<file path="config.mk">
export PLATFORM = sky130hd
export DESIGN_NAME = rom_loader_flat
export DESIGN_NICKNAME = d
export VERILOG_FILES = /design/src/rtl/rom_loader_pkg.sv /design/src/rtl/rom_loader_if.sv /design/src/rtl/rom_loader_uart_rx.sv /design/src/rtl/rom_loader.sv /design/src/flat_wrapper.sv
export SDC_FILE = /design/constraint.sdc
export NUM_CORES = 1
export LEC_CHECK = 0
export BUFFER_PORTS_ARGS = -buffer_cell sky130_fd_sc_hd__clkbuf_2
export CAP_MARGIN = 0
export CORE_ASPECT_RATIO = 1.75
export CORE_MARGIN = 2
export CORE_UTILIZATION = 45
export CTS_CLUSTER_DIAMETER = 150
export CTS_CLUSTER_SIZE = 12
export DETAILED_ROUTE_END_ITERATION = 10
export GPL_TIMING_DRIVEN = 0
export SYNTH_ARGS = -nofsm -noshare
export SYNTH_HDL_FRONTEND = slang
export SYNTH_SLANG_ARGS = --single-unit
</file>
<file path="constraint.sdc">
create_clock -name clk -period 13.2 [get_ports clk]
set_input_delay 2.64 -clock clk [delete_from_list [all_inputs] [get_ports clk]]
set_output_delay 2.64 -clock clk [all_outputs]
set_load 0.02 [all_outputs]
</file>
<file path="src/rtl/rom_loader_pkg.sv">
// Shared types and constants for the UART ROM loader: frame/receiver states,
// sync byte, load window and the checksum accumulate helper.
package rom_loader_pkg;

   typedef enum logic [2:0] {
      S_IDLE   = 3'd0,
      S_LEN_HI = 3'd1,
      S_LEN_LO = 3'd2,
      S_DATA   = 3'd3,
      S_CSUM   = 3'd4,
      S_FINISH = 3'd5
   } state_t;

   typedef enum logic [1:0] {
      RX_IDLE  = 2'd0,
      RX_START = 2'd1,
      RX_DATA  = 2'd2,
      RX_STOP  = 2'd3
   } rx_state_t;

   localparam logic [7:0]  SYNC_BYTE  = 8'h43;
   localparam logic [11:0] START_ADDR = 12'h200;
   localparam logic [15:0] MAX_LEN    = 16'd3584;

   function automatic logic [7:0] csum_add(input logic [7:0] acc, input logic [7:0] b);
      return acc + b;
   endfunction

endpackage

</file>
<file path="src/rtl/rom_loader_if.sv">
// Memory-side upload bus of the ROM loader: write strobe, address, data and
// frame status flags.
interface rom_loader_if;
   logic        uploading;
   logic        upload_en;
   logic [7:0]  upload_data;
   logic [11:0] upload_addr;
   logic        done;
   logic        error;

   modport master (
      output uploading, upload_en, upload_data, upload_addr, done, error
   );

   modport slave (
      input uploading, upload_en, upload_data, upload_addr, done, error
   );
endinterface

</file>
<file path="src/rtl/rom_loader_uart_rx.sv">
// 8N1 UART receiver: two-flop synchroniser, mid-bit sampling, LSB-first shifter.
// Emits one-cycle valid for a good byte or frame_err when the stop bit is low.
module uart_rx
   import rom_loader_pkg::*;
#(
   parameter int unsigned CLKS_PER_BIT = 218
) (
   input  logic       clk,
   input  logic       rst,
   input  logic       rxd_i,
   output logic [7:0] data_o,
   output logic       valid_o,
   output logic       frame_err_o
);
   localparam logic [15:0] BIT_LAST  = 16'(CLKS_PER_BIT - 1);
   localparam logic [15:0] HALF_LAST = 16'(CLKS_PER_BIT / 2 - 1);

   rx_state_t   state_q;
   logic [2:0]  sync_q;
   logic [15:0] cnt_q;
   logic [2:0]  bit_q;
   logic [7:0]  shift_q;
   logic [7:0]  data_q;
   logic        valid_q;
   logic        ferr_q;

   // sync_q[1] is the synchronised line, sync_q[2] its previous value for edge detect
   always_ff @(posedge clk or posedge rst) begin
      if (rst) begin
         state_q <= RX_IDLE;
         sync_q  <= 3'b111;
         cnt_q   <= 16'd0;
         bit_q   <= 3'd0;
         shift_q <= 8'h00;
         data_q  <= 8'h00;
         valid_q <= 1'b0;
         ferr_q  <= 1'b0;
      end else begin
         sync_q  <= {sync_q[1:0], rxd_i};
         valid_q <= 1'b0;
         ferr_q  <= 1'b0;
         case (state_q)
            RX_IDLE: begin
               cnt_q <= 16'd0;
               bit_q <= 3'd0;
               if (sync_q[2] && !sync_q[1]) begin
                  state_q <= RX_START;
               end else begin
                  state_q <= RX_IDLE;
               end
            end
            RX_START: begin
               if (cnt_q == HALF_LAST) begin
                  cnt_q   <= 16'd0;
                  state_q <= sync_q[1] ? RX_IDLE : RX_DATA;
               end else begin
                  cnt_q <= cnt_q + 16'd1;
               end
            end
            RX_DATA: begin
               if (cnt_q == BIT_LAST) begin
                  cnt_q   <= 16'd0;
                  shift_q <= {sync_q[1], shift_q[7:1]};
                  bit_q   <= bit_q + 3'd1;
                  if (bit_q == 3'd7) begin
                     state_q <= RX_STOP;
                  end else begin
                     state_q <= RX_DATA;
                  end
               end else begin
                  cnt_q <= cnt_q + 16'd1;
               end
            end
            RX_STOP: begin
               if (cnt_q == BIT_LAST) begin
                  cnt_q   <= 16'd0;
                  state_q <= RX_IDLE;
                  if (sync_q[1]) begin
                     valid_q <= 1'b1;
                     data_q  <= shift_q;
                  end else begin
                     ferr_q <= 1'b1;
                  end
               end else begin
                  cnt_q <= cnt_q + 16'd1;
               end
            end
            default: state_q <= RX_IDLE;
         endcase
      end
   end

   assign data_o      = data_q;
   assign valid_o     = valid_q;
   assign frame_err_o = ferr_q;
endmodule

</file>
<file path="src/rtl/rom_loader.sv">
// UART ROM loader: frame FSM (sync, big-endian length, data, optional checksum),
// address/timeout counters. Define ROM_LOADER_CHECKSUM_EN for the trailing checksum byte.
module rom_loader
   import rom_loader_pkg::*;
#(
   parameter int unsigned CLK_HZ      = 25152000,
   parameter int unsigned BAUD        = 115200,
   parameter int unsigned TIMEOUT_CYC = 2500000
) (
   input  logic           clk,
   input  logic           res,
   input  logic           rxd,
   rom_loader_if.master   up
);
   localparam int unsigned CLKS_PER_BIT = CLK_HZ / BAUD;

   logic [7:0]  rx_data_s;
   logic        rx_valid_s;
   logic        rx_ferr_s;
   logic [15:0] len_s;
   logic        timeout_s;

   state_t      state_q;
   logic [7:0]  len_hi_q;
   logic [11:0] rem_q;
   logic [11:0] addr_q;
   logic [31:0] tmo_q;
   logic        uploading_q;
   logic        upload_en_q;
   logic [7:0]  upload_data_q;
   logic [11:0] upload_addr_q;
   logic        done_q;
   logic        error_q;
`ifdef ROM_LOADER_CHECKSUM_EN
   logic [7:0]  csum_q;
`endif

   uart_rx #(.CLKS_PER_BIT(CLKS_PER_BIT)) u_uart_rx (
      .clk         (clk),
      .rst         (res),
      .rxd_i       (rxd),
      .data_o      (rx_data_s),
      .valid_o     (rx_valid_s),
      .frame_err_o (rx_ferr_s)
   );

   assign len_s     = {len_hi_q, rx_data_s};
   assign timeout_s = (state_q != S_IDLE) && (state_q != S_FINISH) && !rx_valid_s &&
                      !rx_ferr_s && (tmo_q >= 32'(TIMEOUT_CYC));

   // Frame FSM with registered bus outputs; the timeout abort takes priority over any state
   always_ff @(posedge clk or posedge res) begin
      if (res) begin
         state_q       <= S_IDLE;
         len_hi_q      <= 8'h00;
         rem_q         <= 12'd0;
         addr_q        <= START_ADDR;
         tmo_q         <= 32'd0;
         uploading_q   <= 1'b0;
         upload_en_q   <= 1'b0;
         upload_data_q <= 8'h00;
         upload_addr_q <= START_ADDR;
         done_q        <= 1'b0;
         error_q       <= 1'b0;
`ifdef ROM_LOADER_CHECKSUM_EN
         csum_q        <= 8'h00;
`endif
      end else begin
         upload_en_q <= 1'b0;
         done_q      <= 1'b0;
         if ((state_q == S_IDLE) || rx_valid_s || rx_ferr_s) begin
            tmo_q <= 32'd0;
         end else begin
            tmo_q <= tmo_q + 32'd1;
         end
         if (rx_ferr_s && (state_q != S_IDLE)) begin
            error_q <= 1'b1;
         end else begin
            error_q <= error_q;
         end
         if (timeout_s) begin
            error_q     <= 1'b1;
            uploading_q <= 1'b0;
            state_q     <= S_IDLE;
         end else begin
            case (state_q)
               S_IDLE: begin
                  // uploading falls here one cycle after done
                  uploading_q <= rx_valid_s && (rx_data_s == SYNC_BYTE);
                  if (rx_valid_s && (rx_data_s == SYNC_BYTE)) begin
                     state_q <= S_LEN_HI;
                     error_q <= 1'b0;
`ifdef ROM_LOADER_CHECKSUM_EN
                     csum_q  <= 8'h00;
`endif
                  end else begin
                     state_q <= S_IDLE;
                  end
               end
               S_LEN_HI: begin
                  if (rx_valid_s) begin
                     len_hi_q <= rx_data_s;
                     state_q  <= S_LEN_LO;
                  end else begin
                     state_q  <= S_LEN_HI;
                  end
               end
               S_LEN_LO: begin
                  if (rx_valid_s && ((len_s == 16'd0) || (len_s > MAX_LEN))) begin
                     error_q     <= 1'b1;
                     uploading_q <= 1'b0;
                     state_q     <= S_IDLE;
                  end else if (rx_valid_s) begin
                     rem_q   <= len_s[11:0];
                     addr_q  <= START_ADDR;
                     state_q <= S_DATA;
                  end else begin
                     state_q <= S_LEN_LO;
                  end
               end
               S_DATA: begin
                  if (rx_valid_s) begin
                     upload_en_q   <= 1'b1;
                     upload_data_q <= rx_data_s;
                     upload_addr_q <= addr_q;
`ifdef ROM_LOADER_CHECKSUM_EN
                     csum_q        <= csum_add(csum_q, rx_data_s);
`endif
                     if (rem_q == 12'd1) begin
`ifdef ROM_LOADER_CHECKSUM_EN
                        state_q <= S_CSUM;
`else
                        state_q <= S_FINISH;
`endif
                     end else begin
                        rem_q  <= rem_q - 12'd1;
                        addr_q <= addr_q + 12'd1;
                     end
                  end else begin
                     state_q <= S_DATA;
                  end
               end
`ifdef ROM_LOADER_CHECKSUM_EN
               S_CSUM: begin
                  if (rx_valid_s && (rx_data_s == csum_q)) begin
                     state_q <= S_FINISH;
                  end else if (rx_valid_s) begin
                     error_q     <= 1'b1;
                     uploading_q <= 1'b0;
                     state_q     <= S_IDLE;
                  end else begin
                     state_q <= S_CSUM;
                  end
               end
`endif
               S_FINISH: begin
                  done_q  <= 1'b1;
                  state_q <= S_IDLE;
               end
               default: begin
                  uploading_q <= 1'b0;
                  state_q     <= S_IDLE;
               end
            endcase
         end
      end
   end

   assign up.uploading   = uploading_q;
   assign up.upload_en   = upload_en_q;
   assign up.upload_data = upload_data_q;
   assign up.upload_addr = upload_addr_q;
   assign up.done        = done_q;
   assign up.error       = error_q;
endmodule

</file>
<file path="src/flat_wrapper.sv">
// flat-port wrapper written by rule: the top's interface ports become plain ports
module rom_loader_flat import rom_loader_pkg::*;
#(
   parameter int unsigned CLK_HZ      = 25152000,
   parameter int unsigned BAUD        = 115200,
   parameter int unsigned TIMEOUT_CYC = 2500000
)
  (clk, res, rxd, up_uploading, up_upload_en, up_upload_data, up_upload_addr, up_done, up_error);
  rom_loader_if up_i ();
  input  logic clk;
  input  logic res;
  input  logic rxd;
  output wire logic [$bits(up_i.uploading)-1:0] up_uploading;
  output wire logic [$bits(up_i.upload_en)-1:0] up_upload_en;
  output wire logic [$bits(up_i.upload_data)-1:0] up_upload_data;
  output wire logic [$bits(up_i.upload_addr)-1:0] up_upload_addr;
  output wire logic [$bits(up_i.done)-1:0] up_done;
  output wire logic [$bits(up_i.error)-1:0] up_error;
  assign up_uploading = up_i.uploading;
  assign up_upload_en = up_i.upload_en;
  assign up_upload_data = up_i.upload_data;
  assign up_upload_addr = up_i.upload_addr;
  assign up_done = up_i.done;
  assign up_error = up_i.error;
  rom_loader #(.CLK_HZ(CLK_HZ), .BAUD(BAUD), .TIMEOUT_CYC(TIMEOUT_CYC)) u_core (.clk(clk), .res(res), .rxd(rxd), .up(up_i));
endmodule
</file>
Word level (Yosys, flattened, before mapping)

Index checks and enable logic that the tools add are counted.

Logic and storage cells: 130
Latch bits: 0
Register bits after elaboration: 133
Bits in writable memories: 0
Bits in read-only memories: 0
Memories kept: 0

Muxes and demuxes: 50
Reductions and logical operators: 30
Order comparisons: 2
Div/mod/pow operators: 0
Add/subtract/negate cells: 5
Shift-type cells: 0
Bitwise operators: 1
Equal/unequal tests: 23
Multiply operators: 0

Operators by type and width:

| operator              | count |
|---|---|
| $mux 12               | 8 |
| $pmux 12 s2           | 2 |
| $pmux 16 s3           | 1 |
| $add 32x1->32 const B | 1 |
| $ge 32x22->1 const B  | 1 |
| $mux 16               | 2 |
| $mux 32               | 1 |
| $mux 1                | 21 |
| $add 16x1->16 const B | 1 |
| $eq 16x7->1 const B   | 1 |
| $eq 16x8->1 const B   | 1 |
| $gt 16x12->1 const B  | 1 |
| $logic_not 16->1      | 1 |
| $mux 3                | 5 |
| $ne 2x2->1 const B    | 7 |
| $add 12x1->12 const B | 1 |
| $eq 12x1->1 const B   | 1 |
| $pmux 3 s4            | 1 |
| $reduce_and 3->1      | 4 |
| $sub 12x1->12 const B | 1 |
| $mux 2                | 5 |
| $eq 8x7->1 const B    | 1 |
| $logic_and 1x1->1     | 8 |
| $pmux 2 s4            | 1 |
| 24 further kinds      | 34 |

Depth between registers and ports, before layout

Word-level depth: 7
Gate-level depth with buffers: 8
Depth with buffers taken out: 7

Hierarchy

From an unflattened synthesis, not the netlist that was laid out.

Cell total of the unflattened synthesis: 610
Area total of the unflattened synthesis: 6442.4 µm²

Modules (own cells, without submodules):

| module     | cells each | sequential area each (µm²) | area an instance (µm²) | instances |
|---|---|---|---|---|
| rom_loader | 455        | 2279.7                     | 4550.6                 | 1 |
| uart_rx    | 155        | 1054.8                     | 1891.8                 | 1 |

Worst setup path after synthesis

Ideal clock, no wire load.

Path type: register to output
Start: register u_core.upload_addr_q[9], in the netlist u_core.up.upload_addr[9]
End: output port up_upload_addr[9]
Arrival: 560 ps
Stages on the path, launching flop included: 1
Setup slack: 10000 ps
Path buffers: 0
Cells stage by stage: dfstp_2

RTL lines:

| element                | RTL line           | source |
|---|---|---|
| from (decl)            | rom_loader.sv:31   | `logic [11:0] upload_addr_q;` |
| from (signal assigned) | rom_loader.sv:125  | `upload_addr_q <= addr_q;` |
| to (decl)              | flat_wrapper.sv:16 | `output wire logic [$bits(up_i.upload_addr)-1:0] up_upload_addr;` |

No word-level cell between the ends.

Final worst setup path

Start: register u_core.upload_addr_q[9], in the netlist u_core.up.upload_addr[9]
End: output port up_upload_addr[9]

No word-level cell between the ends.

==> run summary <==
Max VDD drop: 0.000101 V
PD cells: 128 nW/µm²
Netlist Area Pre-Place: 6460 µm²
Cells after Synth: 609
crit path cell chain: clkbuf_2
Fmax: 268 MHz
Clock Sinks: 133
GRT Overall Usage: 0.199
# fillers: 1,295
post-synth top area share: 0.496
Total Power: 0.000947 W
FFs w/ async S/R, synth: 1.00
Ports: 27
clock skew: 0.0108 ns
row count: 58
sequential area share after synthesis: 0.516
post-synth cell types: 58
overflow left after global routing: 0
Die Wd: 94.6 µm
CP Class: reg2out
final worst path period share: 0.283
clock network fraction of design power: 0.479
Bufs on Longest Clock Path: 2
synth top area cells: dfrtp_1, mux2_2, nor2_1, xnor2_1, xor2_1
Yosys reg bits: 133
routed vias: 4,790
CP required: 10.56 ns
CP Launch Type: flop
Final Hold Violating Endpoints: 0
DRC: 0
Die H: 163 µm
R2R Path End: u_core.addr_q[7]
Worst EP arrival: 1.09 ns
first-pass GRT wire length: 23,800 µm
Final Wtd Congestion: 0.870
Worst Path Buf+Inv: 1
Synth Flop Type: dfrtp_1
worst reg2reg setup slack: 10.74 ns
Num CTS Buffers: 17
antenna-violating nets left: 0
sequential power share: 0.462
Root Buffer: clkbuf_16
status: finished, final reports clean
initial antenna violation count: 0
Port Buffers: 26
Post-DP HPWL: 10,200 µm
area added between synthesis and finish: 14.9%
largest area contributor in the netlist: dfrtp_1
syn nets: 622
ANT cells: 0
wire length per cell: 16.7 µm
Crit Reg-Reg Startpoint: u_core.state_q[2]
r2r worst-path depth: 6
Final setup viols: 0
final wirelength: 14,100 µm
die area: 15,400 µm²
unrepaired setup endpoints after global routing: no
postcts setup bufs: 0
CP max stage delay: 0.53 ns
CTS resizes: 0
Comb power frac: 0.058
hold_buf cts: 0
Hold EP: u_core.u_uart_rx.sync_q[1]
slew margin rel.: 0.381
Crit. End Element: output pin
Max Cap Violations: 0
fin area: 7420 µm²
worst min-delay path startpoint: u_core.u_uart_rx.sync_q[0]
Leakage: 3.31 nW
Area after DPL: 6850 µm²
Starting Density: 0.454
Final Net Count: 668
H-tree depth: 4
CTS clk-pin slew, worst paths: 0.06 ns
largest net degree at the start of global routing: 70
Hold Path Depth: 0
first drt pass iteration count: 4
Max stage delay cell, worst path: dfstp_2
sw power: 0.000232 W
Pint: 0.000715 W
EDFF count, synth: 0
Core ar.: 14,200 µm²
Layout Utilization: 0.522
via density per instance: 5.65
Final Max Slew Viols: 0
layout cells sized above 1: 0.199
DR iter-0 viols: 197
clk_lat worst skew: 0.41 ns
Net Sw Frac: 0.245
fin crit period: 3.73 ns
Tightest Pin Transition: 0.920 ns
Ys Warns: 0
Post-Syn Area per Cell: 10.6 µm²
biggest fanout along the worst timing path: 2
worst hold-check path type: reg2reg
CP top delay family: flip-flops
Setup TNS: 0 ns
CTS tree: done
vias in the first global route: 4,974
[layer usage]
metal | routed length [µm] | track usage | vias to the layer above
met5 | 0 | 0 | -
met4 | 309 | 0.0738 | 0
met3 | 281 | 0.0416 | 13
met2 | 7870 | 0.367 | 67
met1 | 5660 | 0.219 | 2409
li1 | - | - | 2301
[synthesized netlist by cell type (all sizes together), types with 2 or more instances]
cell / count
a211o: 3
a21oi: 28
a221oi: 3
a22o: 3
a22oi: 5
a311o: 2
a31oi: 7
and2: 7
and3: 12
and4: 8
buf: 10
clkbuf: 13
dfrtp: 128
dfstp: 5
ha: 10
inv: 17
mux2: 46
nand2: 29
nand2b: 5
nand3: 25
nand4: 16
nand4b: 3
nor2: 75
nor2b: 3
nor3: 24
nor3b: 2
nor4: 20
o211ai: 2
o21a: 5
o21ai: 23
o31ai: 7
or3: 4
or3b: 2
or4: 5
xnor2: 23
xor2: 17
[kinds of logic after synthesis]
| logic type | Yosys count | synth area share |
|---|---|---|
| muxes | 47 | 0.0858 |
| buffers and inverters | 40 | 0.0261 |
| DFF | 133 | 0.516 |
| adders and majority gates | 10 | 0.0194 |
| xor gates and xnor gates | 40 | 0.0542 |
| and+or+nand+nor | 245 | 0.202 |
| AOI/OAI and AO/OA | 94 | 0.0964 |
[cell usage in the layout (no fill, tap or decap), types with 8 or more instances in the layout]
master | synthesis | layout
a21oi_1 | 28 | 28
clkbuf_1 | 13 | 13
and3_1 | 12 | 12
nor3_1 | 23 | 23
xnor2_1 | 23 | 23
nor4_1 | 17 | 17
and4_1 | 8 | 8
inv_1 | 17 | 16
clkbuf_16 | 0 | 17
mux2_2 | 39 | 39
o21ai_1 | 10 | 10
o21ai_0 | 13 | 13
xor2_1 | 17 | 17
clkbuf_2 | 0 | 26
dfrtp_1 | 128 | 128
nand2_1 | 29 | 29
nand4_1 | 16 | 16
nand3_1 | 24 | 24
ha_1 | 10 | 10
nor2_1 | 75 | 75
[cell type report]
class | count | area [µm²] | share of cell area
Inverter | 17 | 68.8 | 0.00927
Timing Repair Buffer | 27 | 158 | 0.0212
Buffer | 23 | 105 | 0.0142
Tap cell | 180 | 225 | 0.0303
Clock inverter | 13 | 119 | 0.0160
Sequential cell | 133 | 3330 | 0.449
Multi-Input combinational cell | 436 | 2960 | 0.399
Clock buffer | 19 | 453 | 0.0610
[worst max-delay path by stage]
stage	cells after the start	slack (ns)	startpoint	endpoint
floorplan	1	7.01	res	async pin
global placement	2	5.56	res	u_core.up.upload_addr[3]
detailed placement	3	9.63	res	u_core.u_uart_rx.sync_q[2]
CTS	1	9.45	u_core.up.upload_addr[9]	up_upload_addr[9]
global route	1	9.43	u_core.up.upload_addr[9]	up_upload_addr[9]
finish	1	9.47	u_core.up.upload_addr[9]	up_upload_addr[9]
[power by group through the flow]
stage	Clock (W)	Sequential [W]	Combinational, W
2_1_floorplan	0	0.000440	0.0000444
3_3_place_gp	0	0.000444	0.0000532
3_5_place_dp	0	0.000444	0.0000562
4_1_cts	0.000466	0.000437	0.0000568
5_1_grt	0.000485	0.000439	0.0000641
6_report	0.000454	0.000438	0.0000553
[registers in the layout (all words and copies together), names as in the netlist, named ones only]
name                          cells
u_core.addr_q                    12
u_core.len_hi_q                   8
u_core.rem_q                     12
u_core.state_q                    3
u_core.tmo_q                     32
u_core.u_uart_rx.bit_q            3
u_core.u_uart_rx.cnt_q           16
u_core.u_uart_rx.data_o           8
u_core.u_uart_rx.frame_err_o      1
u_core.u_uart_rx.shift_q          8
u_core.u_uart_rx.state_q          1
u_core.u_uart_rx.sync_q           3
u_core.u_uart_rx.valid_o          1
u_core.up.done                    1
u_core.up.error                   1
u_core.up.upload_addr            12
u_core.up.upload_data             8
u_core.up.upload_en               1
u_core.up.uploading               1
[per-stage QoR]
step / worst slack, ns / hold WS [ns] / std cells
6_report: 9.47 / 0.357 / 848
5_1_grt: 9.43 / 0.358 / 848
4_1_cts: 9.45 / 0.357 / 848
3_5_place_dp: 9.63 / 0.349 / 816
3_3_place_gp: 5.56 / 0.348 / 815
2_1_floorplan: 7.01 / 0.345 / 609
(Power assumes the default switching activity.)
